### src/rtl/dual_helix_obi2apb_bridge.sv
// OBI (req/gnt/rvalid) to APB4 bridge: one transaction in flight, out-of-window
// requests and stalled APB accesses are answered with an error response.
module dual_helix_obi2apb_bridge #(
    parameter logic [31:0] ADDR_BASE      = 32'h4000_0000,
    parameter logic [31:0] ADDR_MASK      = 32'hFFF0_0000,
    parameter int unsigned APB_ADDR_WIDTH = 20,
    parameter int unsigned TIMEOUT_CYCLES = 256
) (
    input  logic                      clk_i,
    input  logic                      rst_ni,
    input  logic                      data_req_i,
    output logic                      data_gnt_o,
    output logic                      data_rvalid_o,
    input  logic                      data_we_i,
    input  logic [3:0]                data_be_i,
    input  logic [31:0]               data_addr_i,
    input  logic [31:0]               data_wdata_i,
    output logic [31:0]               data_rdata_o,
    output logic                      data_err_o,
    output logic [APB_ADDR_WIDTH-1:0] paddr_o,
    output logic                      psel_o,
    output logic                      penable_o,
    output logic                      pwrite_o,
    output logic [31:0]               pwdata_o,
    output logic [3:0]                pstrb_o,
    input  logic [31:0]               prdata_i,
    input  logic                      pready_i,
    input  logic                      pslverr_i
);

    localparam int unsigned CNT_W = (TIMEOUT_CYCLES == 0) ? 1 : $clog2(TIMEOUT_CYCLES + 1);
    localparam logic [CNT_W-1:0] CNT_LAST =
        CNT_W'((TIMEOUT_CYCLES == 0) ? 0 : TIMEOUT_CYCLES - 1);

    typedef enum logic [1:0] {
        IDLE,
        SETUP,
        ACCESS,
        RESP
    } state_e;

    state_e                    state_q;
    logic [CNT_W-1:0]          cnt_q;
    logic [APB_ADDR_WIDTH-1:0] paddr_q;
    logic                      psel_q;
    logic                      penable_q;
    logic                      pwrite_q;
    logic [31:0]               pwdata_q;
    logic [3:0]                pstrb_q;
    logic                      rvalid_q;
    logic [31:0]               rdata_q;
    logic                      err_q;

    logic in_window;
    logic timeout_hit;

    assign in_window   = (data_addr_i & ADDR_MASK) == ADDR_BASE;
    assign timeout_hit = (TIMEOUT_CYCLES != 0) && (cnt_q == CNT_LAST);
    // Reset gates the grant so no handshake can land on a reset edge.
    assign data_gnt_o  = data_req_i && rst_ni && (state_q == IDLE);

    always_ff @(posedge clk_i) begin
        if (!rst_ni) begin
            state_q   <= IDLE;
            cnt_q     <= '0;
            paddr_q   <= '0;
            psel_q    <= 1'b0;
            penable_q <= 1'b0;
            pwrite_q  <= 1'b0;
            pwdata_q  <= '0;
            pstrb_q   <= '0;
            rvalid_q  <= 1'b0;
            rdata_q   <= '0;
            err_q     <= 1'b0;
        end else begin
            rvalid_q <= 1'b0;
            case (state_q)
                IDLE: begin
                    if (data_gnt_o) begin
                        if (in_window) begin
                            state_q   <= SETUP;
                            cnt_q     <= '0;
                            psel_q    <= 1'b1;
                            penable_q <= 1'b0;
                            paddr_q   <= data_addr_i[APB_ADDR_WIDTH-1:0];
                            pwrite_q  <= data_we_i;
                            pwdata_q  <= data_wdata_i;
                            pstrb_q   <= data_we_i ? data_be_i : 4'b0000;
                        end else begin
                            state_q  <= RESP;
                            rvalid_q <= 1'b1;
                            rdata_q  <= '0;
                            err_q    <= 1'b1;
                        end
                    end
                end
                SETUP: begin
                    state_q   <= ACCESS;
                    penable_q <= 1'b1;
                end
                ACCESS: begin
                    cnt_q <= cnt_q + CNT_W'(1);
                    // A ready that coincides with expiry is a normal completion.
                    if (pready_i) begin
                        state_q   <= RESP;
                        psel_q    <= 1'b0;
                        penable_q <= 1'b0;
                        rvalid_q  <= 1'b1;
                        rdata_q   <= pwrite_q ? 32'h0 : prdata_i;
                        err_q     <= pslverr_i;
                    end else if (timeout_hit) begin
                        state_q   <= RESP;
                        psel_q    <= 1'b0;
                        penable_q <= 1'b0;
                        rvalid_q  <= 1'b1;
                        rdata_q   <= '0;
                        err_q     <= 1'b1;
                    end
                end
                RESP: begin
                    state_q <= IDLE;
                end
                default: begin
                    state_q <= IDLE;
                end
            endcase
        end
    end

    assign data_rvalid_o = rvalid_q;
    assign data_rdata_o  = rdata_q;
    assign data_err_o    = err_q;
    assign paddr_o       = paddr_q;
    assign psel_o        = psel_q;
    assign penable_o     = penable_q;
    assign pwrite_o      = pwrite_q;
    assign pwdata_o      = pwdata_q;
    assign pstrb_o       = pstrb_q;

endmodule

### config.mk
export PLATFORM = sky130hd
export DESIGN_NAME = dual_helix_obi2apb_bridge
export DESIGN_NICKNAME = d
export VERILOG_FILES = /design/src/rtl/dual_helix_obi2apb_bridge.sv
export SDC_FILE = /design/constraint.sdc
export NUM_CORES = 1
export LEC_CHECK = 0
export CAP_MARGIN = 15
export CORE_MARGIN = 5
export CORE_UTILIZATION = 41
export DETAILED_ROUTE_END_ITERATION = 8
export PLACE_DENSITY = 0.83
export REMOVE_ABC_BUFFERS = 1
export SETUP_SLACK_MARGIN = 0.05
export SYNTH_ARGS = -nofsm -noshare
export SYNTH_HDL_FRONTEND = slang
export SYNTH_SLANG_ARGS = --single-unit
### constraint.sdc
create_clock -name clk_i -period 3 [get_ports clk_i]
set_input_delay 0.75 -clock clk_i [delete_from_list [all_inputs] [get_ports clk_i]]
set_output_delay 0.75 -clock clk_i [all_outputs]
set_load 0.02 [all_outputs]
==> results.md <==
- In the final design database the tool counted 804 nets.
- The root cell of the clock tree is clkbuf_8.
- The maximum fanout along the worst path is 3.
- Pin placement for this block handled 200 I/O pins.
- The fraction of registers with async set/reset is 0%.
- After detailed routing, the number of vias per cell comes to 5.03.
- The flow ran to the end, and the final reports show no timing, DRC or antenna violations.
- Setup slack on the critical path of the routed design comes to 0.167 ns.
- The peak supply drop is 0.355 mV.
- The standard cell core area is 10200 um^2.
- The sequential-to-total area share from yosys stat is 49.3%.
- The worst register-to-register path begins at cnt_q[0].
- The vias after detailed routing is 4186.
- The number of enable flip-flop cells after synthesis is 0.
- The worst hold path terminates at pwdata_o[7].
- The endpoint identified for the worst register-to-register timing path is data_rdata_o[29].
- The type of element capturing the critical path is a primary output.
- Clock-pin slew was measured on the worst setup and hold paths at 0.10 ns.
- The buffers inserted during post-CTS setup optimization is 0.
- The total length of routed wires is 12.7 mm.
- The footprint of the multi-input gates is 1950 um^2.
- The Yosys step of the flow raised 0 warnings.
- The number of antenna cells inserted is 0.
- The count of fill cells added during filler insertion is 852.
- The path type of the worst min-delay path is reg2reg.
- The wire-length estimate of the detail-placed layout is 9.57 mm.
- The worst setup path is launched from an input pin.
- The number of H-tree levels is 3.
- The leakage component of the power is 2.33 nW.
- The global-route total usage across every layer is 20.0%.
- Along the worst hold path, the cell count comes to 2.
- The cell area after synthesis is 4220 um^2.
- At the end of routability-driven placement, the weighted congestion stood at 0.830.
- The number of clock buffers inserted by TritonCTS is 9.
- The floorplan step set the die width to 111 um.
- Counting flops and latches in the post-synthesis netlist gives 104.
- The effective utilization at floorplan is 41.4%.
- Entering global routing, the biggest net connects 47 pins.
- The setup slack of the most critical reg-to-reg path is 0.59 ns.
- Summed over all layers, the global routing overflow is 0.
- The first global-routing pass estimated 20.6 mm of wire.
- The total iterations of the first detailed-routing run is 4.
- The startpoint of the most critical hold path is pwdata_o[7].
- For the pin with the worst max-slew slack, the measured transition is 0.483 ns.
- The quantity of gates resized following cts is 0.
- The CTS tree is done.
- The number of cells on the worst reg-to-reg path is 10.
- The worst path needs 2.83 ns of the cycle, external delays included.
- Input and output buffers added on the ports amount to 199.
- Derived from the worst setup path, the maximum achievable clock frequency is 353 MHz.
- The most used flip-flop cell after synthesis is dfxtp_1.
- The detailed-route DRC error count is 0.
- The number of hold violations in the final report came to 0.
- The full die area is 12400 um^2.
- The number of DRC violations after detailed-routing iteration 0 is 171.
- The data arrival time of the worst path is 2.08 ns.
- The worst slew margin relative to its limit is 67.8%.
- The count of cell types in the netlist is 42.
- The initial antenna violation count is 0.
- The die extent in y is 111 um.
- No sink is reached through more buffers than the 2 on the longest clock path.
- The required arrival time at the worst endpoint is 2.25 ns.
- The kind of critical path is in2out.
- The initialized floorplan defines 37 standard-cell rows.
- The number of global-route vias before repair was 4283.
- The growth of design area from synthesis to finish is 55.5%.
- Across the run, the number of max-cap violations was 0.
- Setup violations remaining at the end of the flow were counted as 0.
- The area taken by flip-flops and latches is 2080 um^2.
- Hold repair after CTS inserted 0 buffers.
- The final worst clock skew is 0.0101 ns.
- The post-route setup TNS is 0 ns.
- The mean cell area of the mapped netlist is 8.39 um^2.
- At the placement stage, the worst setup path has a slack of 0.168 ns.
- The period utilization is 94.4%.
- The number of pins exceeding their max-slew limit in the final report is 0.
- The insertion delay to the later sink of the worst-skew pair is 0.35 ns.
- Cells fill 64.5% of the core in the end.
- The CTS sink count is 104.
- The power density over the cells is 498 nW/um^2.
- The post-route netlist has 5.60% of its cells at a drive strength greater than 1.
- The cell count after synthesis came out at 503.
- The per-cell routed wire length is 15.3 um.
- Setup repair after global routing left no endpoint under its margin.
- The remaining number of nets flagged by the antenna check after routing is 0.
-- per-layer routing --
layer  wire [um]  part of all wire [%]  vias to the layer above  GRT usage [%]
met5           0                     0                        -              0
met2        6690                    53                      116           37.0
li1            -                     -                     2054              -
met1        5020                    39                     1994           21.7
met4         279                   2.2                        0           7.70
met3         726                   5.7                       22           5.22
-- metrics by stage --
| stage | instance area (um^2) | power, mW | hold WS [ns] | std cells |
|---|---|---|---|---|
| CTS | 6570 | 3.29 | 0.461 | 833 |
| finish | 6570 | 3.27 | 0.457 | 833 |
| global route | 6570 | 3.42 | 0.479 | 833 |
| floorplan | 4050 | 2.07 | 0.453 | 468 |
| global placement | 6400 | 2.49 | 0.440 | 817 |
| detailed placement | 6400 | 2.52 | 0.447 | 817 |
-- logic make-up (layout without fill, tap and decap cells) --
| logic type | count (synthesis) | in the layout | synth area share, % |
|---|---|---|---|
| and+or+nand+nor | 230 | 230 | 24.2 |
| DFF | 104 | 104 | 49.3 |
| AOI/OAI and AO/OA | 84 | 84 | 11.6 |
| buffers and inverters | 44 | 238 | 4.83 |
| muxes | 35 | 35 | 8.30 |
| adders and majority gates | 6 | 6 | 1.78 |
-- Yosys cell counts, types with 2 or more instances --
cell type  number  area (um^2)
o21ai_0         5         25.0
ha_1            6         75.1
nand3_1        13         65.1
clkbuf_1       20         75.1
nor2_1          5         18.8
nor4_1          3         18.8
dfxtp_1       104         2080
o31a_1          2         17.5
a31oi_1         7         43.8
nand4_1         5         31.3
buf_6           3         33.8
nor4_4          2         42.5
mux2i_1        35          350
and3_1          4         25.0
nand4b_1        3         26.3
buf_2          10         50.1
or4_1           2         15.0
nand2_1       184          691
o31ai_1         3         22.5
inv_1           8         30.0
a21oi_1        58          290
-- area by class of cell --
type                    instances  share of cell area (%)
clock buffers                  11                    2.00
clock inverters                 5                   0.515
inverters                       9                   0.515
multi-input cells             355                    29.8
flip-flops and latches        104                    31.7
well taps                     136                    2.59
repair buffers                213                    32.9
-- how the worst max path moves through the flow --
stage               depth (start not counted)    endpoint             from  slack, ns
global placement                            3  data_gnt_o       data_req_i       0.20
CTS                                         3  data_gnt_o       data_req_i       0.16
finish                                      3  data_gnt_o       data_req_i       0.17
floorplan                                   4    cnt_q[2]  data_addr_i[21]      -0.03
detailed placement                          3  data_gnt_o       data_req_i       0.17
global route                                3  data_gnt_o       data_req_i       0.13
-- layout by cell type (no fill, tap or decap), types with 2 or more instances in the layout --
master             n
clkdlybuf4s50_1  199
nor4_4             2
or4_1              2
o21ai_0            5
a21oi_1           58
nand4_1            5
inv_1              8
clkinvlp_4         2
nand4b_1           3
mux2i_1           35
dfxtp_1          104
o31a_1             2
clkbuf_8           9
buf_12             5
nor4_1             3
nor2_1             5
nand2_1          184
nand3_1           13
and3_1             4
buf_4              9
o31ai_1            3
ha_1               6
clkinv_2           2
clkbuf_1           2
a31oi_1            7
-- flip-flops by register name, summed over array words and instances, names as in the netlist --
register and cells:
penable_o 1, data_rdata_o 32, data_err_o 1, pwdata_o 32, pwrite_o 1, state_q 2
paddr_o 20, data_rvalid_o 1, pstrb_o 4, cnt_q 9, psel_o 1
-- worst max-delay path, stage by stage --
cell	delay [ns]
clkdlybuf4s50_1	0.51
and3_1	0.20
clkdlybuf4s50_1	0.61
-- power by group --
part           leakage [nW]  switching, mW  internal [mW]
combinational          1.41          0.494          0.520
sequential            0.839         0.0368           1.44
clock                0.0793          0.476          0.302
Note: power is estimated with default switching activity, not from simulation.
